==> config.mk <==
export PLATFORM = sky130hd
export DESIGN_NAME = tx_frame_scheduler
export DESIGN_NICKNAME = d
export VERILOG_FILES = /design/src/rtl/frame_sched_pkg.sv /design/src/rtl/tx_frame_scheduler_rr_arbiter.sv /design/src/rtl/tx_frame_scheduler.sv
export SDC_FILE = /design/constraint.sdc
export NUM_CORES = 1
export LEC_CHECK = 0
export ABC_AREA = 1
export CORE_AREA = 2 2 95 97
export CTS_CLUSTER_DIAMETER = 100
export CTS_CLUSTER_SIZE = 16
export DETAILED_ROUTE_END_ITERATION = 10
export DIE_AREA = 0 0 97 99
export PLACE_DENSITY = 0.75
export SLEW_MARGIN = 5
export SYNTH_ARGS = -nofsm -noshare
export SYNTH_HDL_FRONTEND = slang
export SYNTH_HIERARCHICAL = 1
export SYNTH_SLANG_ARGS = --single-unit
==> constraint.sdc <==
create_clock -name clk -period 3.65 [get_ports clk]
set_input_delay 0.73 -clock clk [delete_from_list [all_inputs] [get_ports clk]]
set_output_delay 0.73 -clock clk [all_outputs]
set_load 0.01 [all_outputs]
==> src/rtl/frame_sched_pkg.sv <==
// Shared types and constants for the tx frame scheduler: state encoding,
// generator interrupt codes and the payload length clamp.
package frame_sched_pkg;

  typedef enum logic [2:0] {
    IDLE,
    START,
    BUSY,
    ABORT,
    IPG
  } sched_state_t;

  localparam logic [7:0] INT_NONE = 8'h00;
  localparam logic [7:0] INT_STOP = 8'h02;

  localparam int unsigned MIN_PAYLOAD = 46;
  localparam int unsigned MAX_PAYLOAD = 1500;

  function automatic int unsigned clamp_payload(input int unsigned len);
    if (len < MIN_PAYLOAD)      return MIN_PAYLOAD;
    else if (len > MAX_PAYLOAD) return MAX_PAYLOAD;
    else                        return len;
  endfunction

endpackage

==> src/rtl/tx_frame_scheduler_rr_arbiter.sv <==
// Combinational round-robin pick: first requester at or after the pointer,
// wrapping, returned as a one-hot winner plus a valid flag.
module rr_arbiter #(
  parameter int unsigned NUM_REQ = 4,
  parameter int unsigned PTR_W   = $clog2(NUM_REQ)
) (
  input  logic [NUM_REQ-1:0] req,
  input  logic [PTR_W-1:0]   ptr,
  output logic [NUM_REQ-1:0] grant,
  output logic               valid
);

  logic [PTR_W-1:0] idx;

  always_comb begin
    grant = '0;
    valid = 1'b0;
    idx   = '0;
    for (int unsigned off = 0; off < NUM_REQ; off++) begin
      idx = PTR_W'((32'(ptr) + off) % NUM_REQ);
      if (!valid && req[idx]) begin
        grant[idx] = 1'b1;
        valid      = 1'b1;
      end
    end
  end

endmodule

==> src/rtl/tx_frame_scheduler.sv <==
// Shares one frame generator between NUM_REQ requesters, one frame per grant,
// with abort handling and an enforced inter-packet gap.
// Optional watchdog on BUSY duration: define FRAME_SCHED_WATCHDOG_EN.
module tx_frame_scheduler
  import frame_sched_pkg::*;
#(
  parameter int unsigned NUM_REQ     = 4,
  parameter int unsigned LEN_W       = 11,
  parameter int unsigned IPG_CYCLES  = 2,
  parameter int unsigned CNT_W       = 16,
  parameter int unsigned WDOG_CYCLES = 256
) (
  input  logic                     clk,
  input  logic                     i_rst,
  input  logic                     i_enable,
  input  logic [NUM_REQ-1:0]       i_req,
  input  logic [NUM_REQ*LEN_W-1:0] i_req_len,
  input  logic                     i_abort,
  input  logic                     i_gen_done,
  output logic                     o_gen_start,
  output logic [LEN_W-1:0]         o_gen_len,
  output logic [7:0]               o_interrupt,
  output logic [NUM_REQ-1:0]       o_grant,
  output logic [NUM_REQ-1:0]       o_done,
  output logic                     o_aborted,
  output logic                     o_busy,
  output logic [CNT_W-1:0]         o_frame_cnt,
  output logic                     o_wdog_err
);

  localparam int unsigned PTR_W = $clog2(NUM_REQ);
  localparam int unsigned GAP_W = $clog2(IPG_CYCLES + 2);

  sched_state_t state, state_n;
  logic [PTR_W-1:0]   ptr, ptr_n;
  logic [GAP_W-1:0]   gap_cnt, gap_cnt_n;
  logic               start_q, start_n;
  logic [LEN_W-1:0]   len_q, len_n;
  logic [7:0]         int_q, int_n;
  logic [NUM_REQ-1:0] grant_q, grant_n;
  logic [NUM_REQ-1:0] done_q, done_n;
  logic               aborted_q, aborted_n;
  logic [CNT_W-1:0]   cnt_q, cnt_n;

  logic [NUM_REQ-1:0] arb_grant;
  logic               arb_valid;
  logic [PTR_W-1:0]   win_idx;
  logic [LEN_W-1:0]   win_len;
  logic               wd_hit;

  rr_arbiter #(
    .NUM_REQ(NUM_REQ),
    .PTR_W  (PTR_W)
  ) u_arb (
    .req  (i_req),
    .ptr  (ptr),
    .grant(arb_grant),
    .valid(arb_valid)
  );

  always_comb begin
    win_idx = '0;
    for (int unsigned k = 0; k < NUM_REQ; k++) begin
      if (arb_grant[k]) win_idx = PTR_W'(k);
    end
  end

  assign win_len = LEN_W'(clamp_payload(32'(i_req_len[32'(win_idx)*LEN_W +: LEN_W])));

`ifdef FRAME_SCHED_WATCHDOG_EN
  localparam int unsigned WD_W = $clog2(WDOG_CYCLES + 1);
  logic [WD_W-1:0] wd_cnt;
  logic            wd_err_q;

  assign wd_hit = (state == BUSY) && !i_gen_done && (wd_cnt == WD_W'(WDOG_CYCLES - 1));

  always_ff @(posedge clk) begin
    if (i_rst) begin
      wd_cnt   <= '0;
      wd_err_q <= 1'b0;
    end else begin
      if (state == START)     wd_cnt <= '0;
      else if (state == BUSY) wd_cnt <= wd_cnt + 1'b1;
      if (wd_hit) wd_err_q <= 1'b1;
    end
  end

  assign o_wdog_err = wd_err_q;
`else
  // WDOG_CYCLES stays referenced so both builds share one parameter list.
  assign wd_hit     = (WDOG_CYCLES == 0) && 1'b0;
  assign o_wdog_err = 1'b0;
`endif

  always_comb begin
    state_n   = state;
    ptr_n     = ptr;
    gap_cnt_n = gap_cnt;
    start_n   = 1'b0;
    len_n     = len_q;
    int_n     = int_q;
    grant_n   = grant_q;
    done_n    = '0;
    aborted_n = 1'b0;
    cnt_n     = cnt_q;
    case (state)
      IDLE: begin
        if (i_enable && arb_valid) begin
          state_n = START;
          start_n = 1'b1;
          grant_n = arb_grant;
          len_n   = win_len;
          ptr_n   = (win_idx == PTR_W'(NUM_REQ - 1)) ? '0 : win_idx + 1'b1;
        end
      end
      START: state_n = BUSY;
      BUSY: begin
        // Done takes priority over a same-cycle abort or watchdog trip.
        if (i_gen_done) begin
          state_n   = IPG;
          done_n    = grant_q;
          cnt_n     = cnt_q + 1'b1;
          grant_n   = '0;
          gap_cnt_n = GAP_W'(IPG_CYCLES);
        end else if (i_abort || wd_hit) begin
          state_n = ABORT;
          int_n   = INT_STOP;
        end
      end
      ABORT: begin
        if (i_gen_done) begin
          state_n   = IPG;
          aborted_n = 1'b1;
          int_n     = INT_NONE;
          grant_n   = '0;
          gap_cnt_n = GAP_W'(IPG_CYCLES);
        end
      end
      IPG: begin
        if (gap_cnt <= GAP_W'(1)) state_n = IDLE;
        else                      gap_cnt_n = gap_cnt - 1'b1;
      end
      default: state_n = IDLE;
    endcase
  end

  always_ff @(posedge clk) begin
    if (i_rst) begin
      state     <= IDLE;
      ptr       <= '0;
      gap_cnt   <= '0;
      start_q   <= 1'b0;
      len_q     <= '0;
      int_q     <= INT_NONE;
      grant_q   <= '0;
      done_q    <= '0;
      aborted_q <= 1'b0;
      cnt_q     <= '0;
    end else begin
      state     <= state_n;
      ptr       <= ptr_n;
      gap_cnt   <= gap_cnt_n;
      start_q   <= start_n;
      len_q     <= len_n;
      int_q     <= int_n;
      grant_q   <= grant_n;
      done_q    <= done_n;
      aborted_q <= aborted_n;
      cnt_q     <= cnt_n;
    end
  end

  assign o_gen_start = start_q;
  assign o_gen_len   = len_q;
  assign o_interrupt = int_q;
  assign o_grant     = grant_q;
  assign o_done      = done_q;
  assign o_aborted   = aborted_q;
  assign o_busy      = (state != IDLE);
  assign o_frame_cnt = cnt_q;

endmodule

==> summary.txt, run 1 <==
Timing
  – Max_slew headroom: about three fifths
  – Setup TNS: 0 ps
  – Post-route minimum period: around 3300 ps
  – Clock skew: 2.756 ps
  – Worst-Margin Slew: a little under 600 ps
  – Hold Vio Cnt, Final: 0
  – Final Slew Violations: 0
  – Worst hold margin: ~460 ps
  – Unrepaired setup endpoints after global routing: false
  – Final setup viols: 0
  – Final worst path period share: 90.51%
  – Fmax: between 300 and 400 MHz

Logic synthesis
  – Top-count cell post-synth: nand2_1
  – Area of the mapped netlist: approximately 0.003 mm^2
  – Seq/Total Area, Yosys: around 30%
  – Syn avg cell area: ~6.4 um^2
  – Synth Register Bits: 45
  – EDFF count, synth: 0
  – Top cells by count, synth: 123 x nand2_1, 56 x nor2_1, 53 x inv_1
  – Post-synthesis cell type count: 37
  – Top cells by area, synth: dfxtp_1 30%, nand2_1 16%, nor2_1 7.1%, inv_1 6.7%, nand3_1 5.9%
  – Top FF cell, synth: dfxtp_1
  – Top-area cell type share of the netlist area: about 30%
  – Ys Warns: 6
  – Synth Instances: about 460
  – Synth area leader: dfxtp_1
  – Fraction of registers with async set/reset: 0%

Job
  – Max-cap viol count: 0

Hold path
  – Hold Path Origin: o_grant[1]$_SDFFE_PP0P_
  – Worst hold path type: reg2reg

Worst setup path
  – CP peak stage delay: about 470 ps
  – WP data required: between 3000 and 4000 ps
  – Arrival time worst endpoint: between 3000 and 4000 ps
  – Critical Path Start: i_req[1]
  – Slowest cell on crit path: clkdlybuf4s50_1
  – CP Cell Sequence: clkdlybuf4s50_1 > nand2_1 > nand2_1 > nand2_1 > nand2_1 > nand3_2 > nor2_1 > nor2_1 > nand2_1 > nand2_4 > nand2_4 > nand2_1 > nand2_1 > nand2_1 > nor2_1 > nand2_2 > nor2_2 > nand3_2 > nand2_4 > nand2_1 > nand2_1 > a21oi_2
  – Worst Path Class, Setup: in2reg
  – Reg2reg start: ptr[0]$_SDFFE_PP0P_
  – CP startpoint kind: primary input
  – Crit path capture type: flop
  – Max Fanout on Critical Path: 12
  – CP dominant cell by count: nand2_1
  – Buf/Inv on CP: 1
  – Family with the most delay on the worst path: simple AND/OR/NAND/NOR gates

Clock network
  – H-tree levels: 2
  – Root buffer cell: clkbuf_8
  – Num CTS Buffers: 5
  – Clock transition at path regs: 80 ps
  – Clk sinks: 45
  – Skew-Pair Late Insertion Delay: ~290 ps
  – CTS tree: done
  – CTS Hold Bufs: 0
  – Bufs on Longest Clock Path: 2

Detailed routing
  – DR vias: about 3200
  – Drt first pass iters: 4
  – Residual DRC: 0
  – Antenna-violating nets left: 0
  – Vias/cell: 4.847
  – Routed wire per std cell: between 10 and 15 um
  – Initial DRC count: approximately 130
  – Routed Wire Length: 7913 um

Floorplan
  – Die X: slightly below 100 um
  – # IOs: 100
  – Chip height: just under 100 um
  – Initial Util: around 35%
  – Rows: 34
  – Core area: roughly 0.0086 mm^2
  – Die area: around 0.0096 mm^2

Placed design
  – # port buffers: between 90 and 100
  – GP Congestion: approximately 0.94
  – Dpl hpwl: about 6400 um

Power and ir drop
  – Combinational power share: 73.9%
  – Sw Pwr: a little over 2 mW
  – LEAKAGE: around 1.8 nW
  – Internal: 1.746 mW
  – Total power: between 3 and 4 mW
  – PD cells: about 930 mW/mm^2
  – Peak supply drop: between 0.4 and 0.5 mV
  – Switching share of power: a little over half
  – Flop pwr share: between 10% and 20%
  – Clock Power Share: 9.4%

GRT
  – First-pass GRT wire length: around 13000 um
  – GRT Total Usage: between 15 and 20%
  – GRT overflow: 0
  – Largest net degree at the start of global routing: 23
  – Vias in the first global route: 2993
  – Initial antenna violation count: 0

Run status
  – Status: complete, no violations

Finish
  – Nets: around 610
  – Fraction of layout cells with a size suffix above 1: under 10%
  – Area Growth Syn to Fin: 37.42%
  – Fillers: 820
  – Ant diodes: 0
[state kept, by name, indices dropped and copies added, names as in the netlist]
| name | count |
|---|---|
| o_frame_cnt | 16 |
| o_grant | 4 |
| gap_cnt | 2 |
| o_interrupt | 1 |
| state | 3 |
| o_gen_len | 11 |
| o_aborted | 1 |
| o_done | 4 |
| o_gen_start | 1 |
| ptr | 2 |
[cell usage in the layout (no fill, tap or decap), types with 2 or more instances in the layout]
cell type / instances
o21a_1: 3
o21ai_0: 24
inv_1: 53
nand4_1: 4
inv_2: 6
nand3_2: 3
ha_1: 8
dfxtp_1: 45
a31oi_1: 2
nor2_2: 2
nand2_4: 4
buf_4: 7
clkbuf_8: 5
a211oi_1: 6
conb_1: 8
nand2_2: 9
a21oi_1: 26
clkdlybuf4s50_1: 91
nand3b_1: 4
a21oi_2: 5
nor3_1: 7
nor3b_1: 2
nand2_1: 123
nor2_4: 3
nor2_1: 56
nand3_1: 35
nand3_4: 2
[layout make-up]
cell class	count	area, um^2	share of cell area, %
inverters	59	221.5	5.446
well taps	108	135.1	3.323
clock inverters	2	35.03	0.8615
repair buffers	98	963.4	23.69
flip-flops and latches	45	900.9	22.15
multi-input cells	344	1742	42.83
clock buffers	5	68.82	1.692
[repair_timing]
item	4_1_cts	5_1_grt
setup endpoints to repair	0	5
setup buffers	0	0
gates resized for setup	0	1
[logic make-up (layout without fill, tap and decap cells)]
family                   Yosys count  after routing  share of synthesized area (%)
adder cells (fa/ha/maj)            8              8                          3.383
AND/OR/NAND/NOR                  256            256                          39.91
XOR/XNOR                           1              1                         0.2960
buffers and inverters             77            164                          11.71
AO/OA/AOI/OAI                     71             71                          14.12
flip-flops                        45             45                          30.44
other                              1              8                         0.1267
[worst paths after layout]
| kind | endpoint | cells after the start | slack (ps) |
|---|---|---|---|
| worst max register to register | o_gen_len[7]$_SDFFE_PP0P_ | 22 | 500 |
| worst max-delay path | o_gen_len[7]$_SDFFE_PP0P_ | 22 | 350 |
| worst min register to register | o_done[1]$_SDFF_PP0_ | 2 | 460 |
| worst min-delay path | o_done[1]$_SDFF_PP0_ | 2 | 460 |
[per-stage QoR]
stage	utilization (%)	instances	worst slack [ps]	instance area, um^2
5_1_grt	47.56	661	107.0	4066
6_report	47.56	661	346.2	4066
3_3_place_gp	46.30	654	54.70	3959
3_5_place_dp	46.30	654	-0.2065	3959
4_1_cts	47.51	661	308.3	4063
2_1_floorplan	-	466	797.3	2985
[power by group through the flow]
| stage | clock network, mW | logic [mW] | registers (mW) |
|---|---|---|---|
| after global placement | 0 | 2.72 | 0.647 |
| after CTS | 0.367 | 2.78 | 0.637 |
| after floorplan | 0 | 2.08 | 0.683 |
| final | 0.358 | 2.81 | 0.635 |
| after detailed placement | 0 | 2.77 | 0.648 |
| after global routing | 0.384 | 3.17 | 0.647 |
[metal layers]
layer  GRT usage [%]  routed length, um  vias to the layer above
met5               0                  0                        -
met4           6.284                203                        0
met3           3.404                515                       23
met2           29.11               3888                      120
met1           19.13               3306                     1421
li1                -                  -                     1640
[worst register-to-register path, delay by kind of cell, from the launching register on]
kind            cells  cell delay (ps)
compound gates      1               50
fa+ha+maj           1              340
buf+inv             2              220
flops               1              340
simple gates       18             2070
No activity file was read; power rests on OpenSTA's default activity.
==> run 2: changes to the inputs <==
--- a/config.mk
+++ b/config.mk
@@ -11,7 +11,7 @@
 export CTS_CLUSTER_SIZE = 16
 export DETAILED_ROUTE_END_ITERATION = 10
 export DIE_AREA = 0 0 97 99
-export PLACE_DENSITY = 0.75
+export PLACE_DENSITY = 0.77
 export SLEW_MARGIN = 5
 export SYNTH_ARGS = -nofsm -noshare
 export SYNTH_HDL_FRONTEND = slang
==> constraint.sdc (replaced) <==
create_clock -name clk -period 2.8 [get_ports clk]
set_input_delay 0.56 -clock clk [delete_from_list [all_inputs] [get_ports clk]]
set_output_delay 0.56 -clock clk [all_outputs]
set_load 0.01 [all_outputs]
==> run 2 against run 1 <==
Net effect:
- the flow now finishes with violations (negative setup slack)
- register-to-register slack got worse by 560 ps
- non-clock buffer count rose by 46
- wire length rose by 14%
- clock-buffer cell count did not move
- combinational power rose by 110%
- first-iteration DRC count rose by 6.3%
- critical endpoint is now o_gen_len[4]$_SDFFE_PP0P_
- largest power group unchanged
==> summary.txt, run 2 (synthesized netlist as in run 1, its figures left out) <==
Placed design
  – Cells after DPL: 681
  – # port buffers: 91
  – Dpl hpwl: about 6800 um
  – GP Congestion: around 0.93

Run status
  – Failing checks: negative setup slack
  – Status: finished, violations left

Floorplan
  – Core area: 0.008551 mm^2
  – Chip height: 99 um
  – # IOs: 100
  – Die area: 0.009603 mm^2
  – Rows: 34
  – Die X: 97 um
  – Initial Util: between 30 and 40%

Worst setup path
  – Worst Path Class, Setup: reg2reg
  – CP dominant cell by count: nand2_4
  – Crit path capture type: flop
  – Arrival time worst endpoint: 3100 ps
  – Max Fanout on Critical Path: 5
  – Buf/Inv on CP: 6
  – WP data required: 3040 ps
  – CP startpoint kind: flop
  – Slowest cell on crit path: dfxtp_2
  – CP peak stage delay: about 340 ps
  – Family with the most delay on the worst path: simple AND/OR/NAND/NOR gates

Power and ir drop
  – LEAKAGE: between 2 and 2.5 nW
  – PD cells: 1534 mW/mm^2
  – Peak supply drop: 0.9619 mV

Clock network
  – Root buffer cell: clkbuf_8
  – Clock transition at path regs: 90 ps
  – Skew-Pair Late Insertion Delay: approximately 300 ps
  – H-tree levels: 2
  – CTS tree: done
  – Bufs on Longest Clock Path: 2
  – Num CTS Buffers: 5
  – Clk sinks: 45
  – CTS Hold Bufs: 0

Timing
  – Post-route minimum period: 2860 ps
  – Final worst path period share: 102.1%
  – Clock skew: 3.148 ps
  – Fmax: ~350 MHz
  – Final Slew Violations: 0
  – Worst-Margin Slew: 598.7 ps
  – Unrepaired setup endpoints after global routing: true
  – Final setup viols: 6
  – Final worst slack: -60.16 ps
  – Hold Vio Cnt, Final: 0
  – Max_slew headroom: between 60% and 70%

GRT
  – GRT Total Usage: roughly 18%
  – GRT overflow: 0
  – Largest net degree at the start of global routing: 22
  – Vias in the first global route: roughly 3200
  – Initial antenna violation count: 0
  – First-pass GRT wire length: between 10000 and 15000 um

Finish
  – Layout Utilization: a little under three fifths
  – Max reg flops: 16
  – Commonest non-fill, non-tap cells in the layout: 96 x nand2_1, 87 x clkdlybuf4s50_1, 49 x inv_1
  – Area Growth Syn to Fin: 59.58%
  – Fillers: ~800
  – Most common cell after layout, fill and taps aside: nand2_1
  – Final Non-Filler Cells: roughly 700
  – Reg area: around 900 um^2
  – Multi-input gate area: a little over 0.002 mm^2
  – Fraction of layout cells with a size suffix above 1: a little over a quarter
  – Ant diodes: 0
  – Nets: roughly 660

Job
  – Max-cap viol count: 0

Detailed routing
  – Routed Wire Length: 9055 um
  – Vias/cell: about 4.8
  – Routed wire per std cell: approximately 13 um
  – Drt first pass iters: 4
  – DR vias: about 3400
  – Initial DRC count: 135
  – Antenna-violating nets left: 0
  – Residual DRC: 0

Hold path
  – Worst hold path type: reg2reg
## run 2: per-stage QoR
stage	setup TNS, ps	hold slack [ps]	instance area, um^2	power [mW]	worst slack (ps)
2_1_floorplan	0	432.8	2992	3.618	46.95
3_3_place_gp	-3777	448.2	4180	5.231	-433.1
3_5_place_dp	-4309	446.3	4180	5.304	-477.0
4_1_cts	0	459.7	4403	6.111	59.64
5_1_grt	-1499	489.3	4722	7.853	-227.6
6_report	-144.9	458.0	4722	7.243	-60.16
## run 2: layout make-up
class	instances	share of cell area (%)
multi-input combinational	345	42.74
clock buffer	5	1.457
timing repair buffer	144	28.35
tap	108	2.862
inverter	59	5.008
sequential	45	19.13
clock inverter	3	0.4505
## run 2: worst register-to-register path, delay by kind of cell (launching register included)
family	cells	cell delay (ps)
simple gates	17	1600
buf+inv	6	460
flops	1	340
fa+ha+maj	1	260
compound gates	1	130
## run 2: worst paths after layout
check / start / to / slack (ps) / cells after the start
worst min register to register: o_grant[1]$_SDFFE_PP0P_ / o_done[1]$_SDFF_PP0_ / 460 / 2
worst max-delay path: ptr[1]$_SDFFE_PP0P_ / o_gen_len[4]$_SDFFE_PP0P_ / -60 / 25
worst min-delay path: o_grant[1]$_SDFFE_PP0P_ / o_done[1]$_SDFF_PP0_ / 460 / 2
worst max register to register: ptr[1]$_SDFFE_PP0P_ / o_gen_len[4]$_SDFFE_PP0P_ / -60 / 25
## run 2: routing by layer
layer / vias to the layer above / GRT usage (%) / routed length, um
li1: 1735 / - / -
met1: 1550 / 20.50 / 3664
met2: 129 / 33.71 / 4687
met3: 21 / 2.411 / 466
met4: 0 / 6.826 / 237
met5: - / 0 / 0
## run 2: where the power goes
group,internal [mW],switching (mW)
clock,0.177,0.225
sequential,0.759,0.0721
combinational,2.69,3.32
## run 2: timing repair
item | in CTS | in global routing
cloned | 2 | 1
endpoints found under the setup margin | 10 | 12
buffers inserted | 10 | 7
resized for setup | 18 | 78
pin swaps | 6 | 55
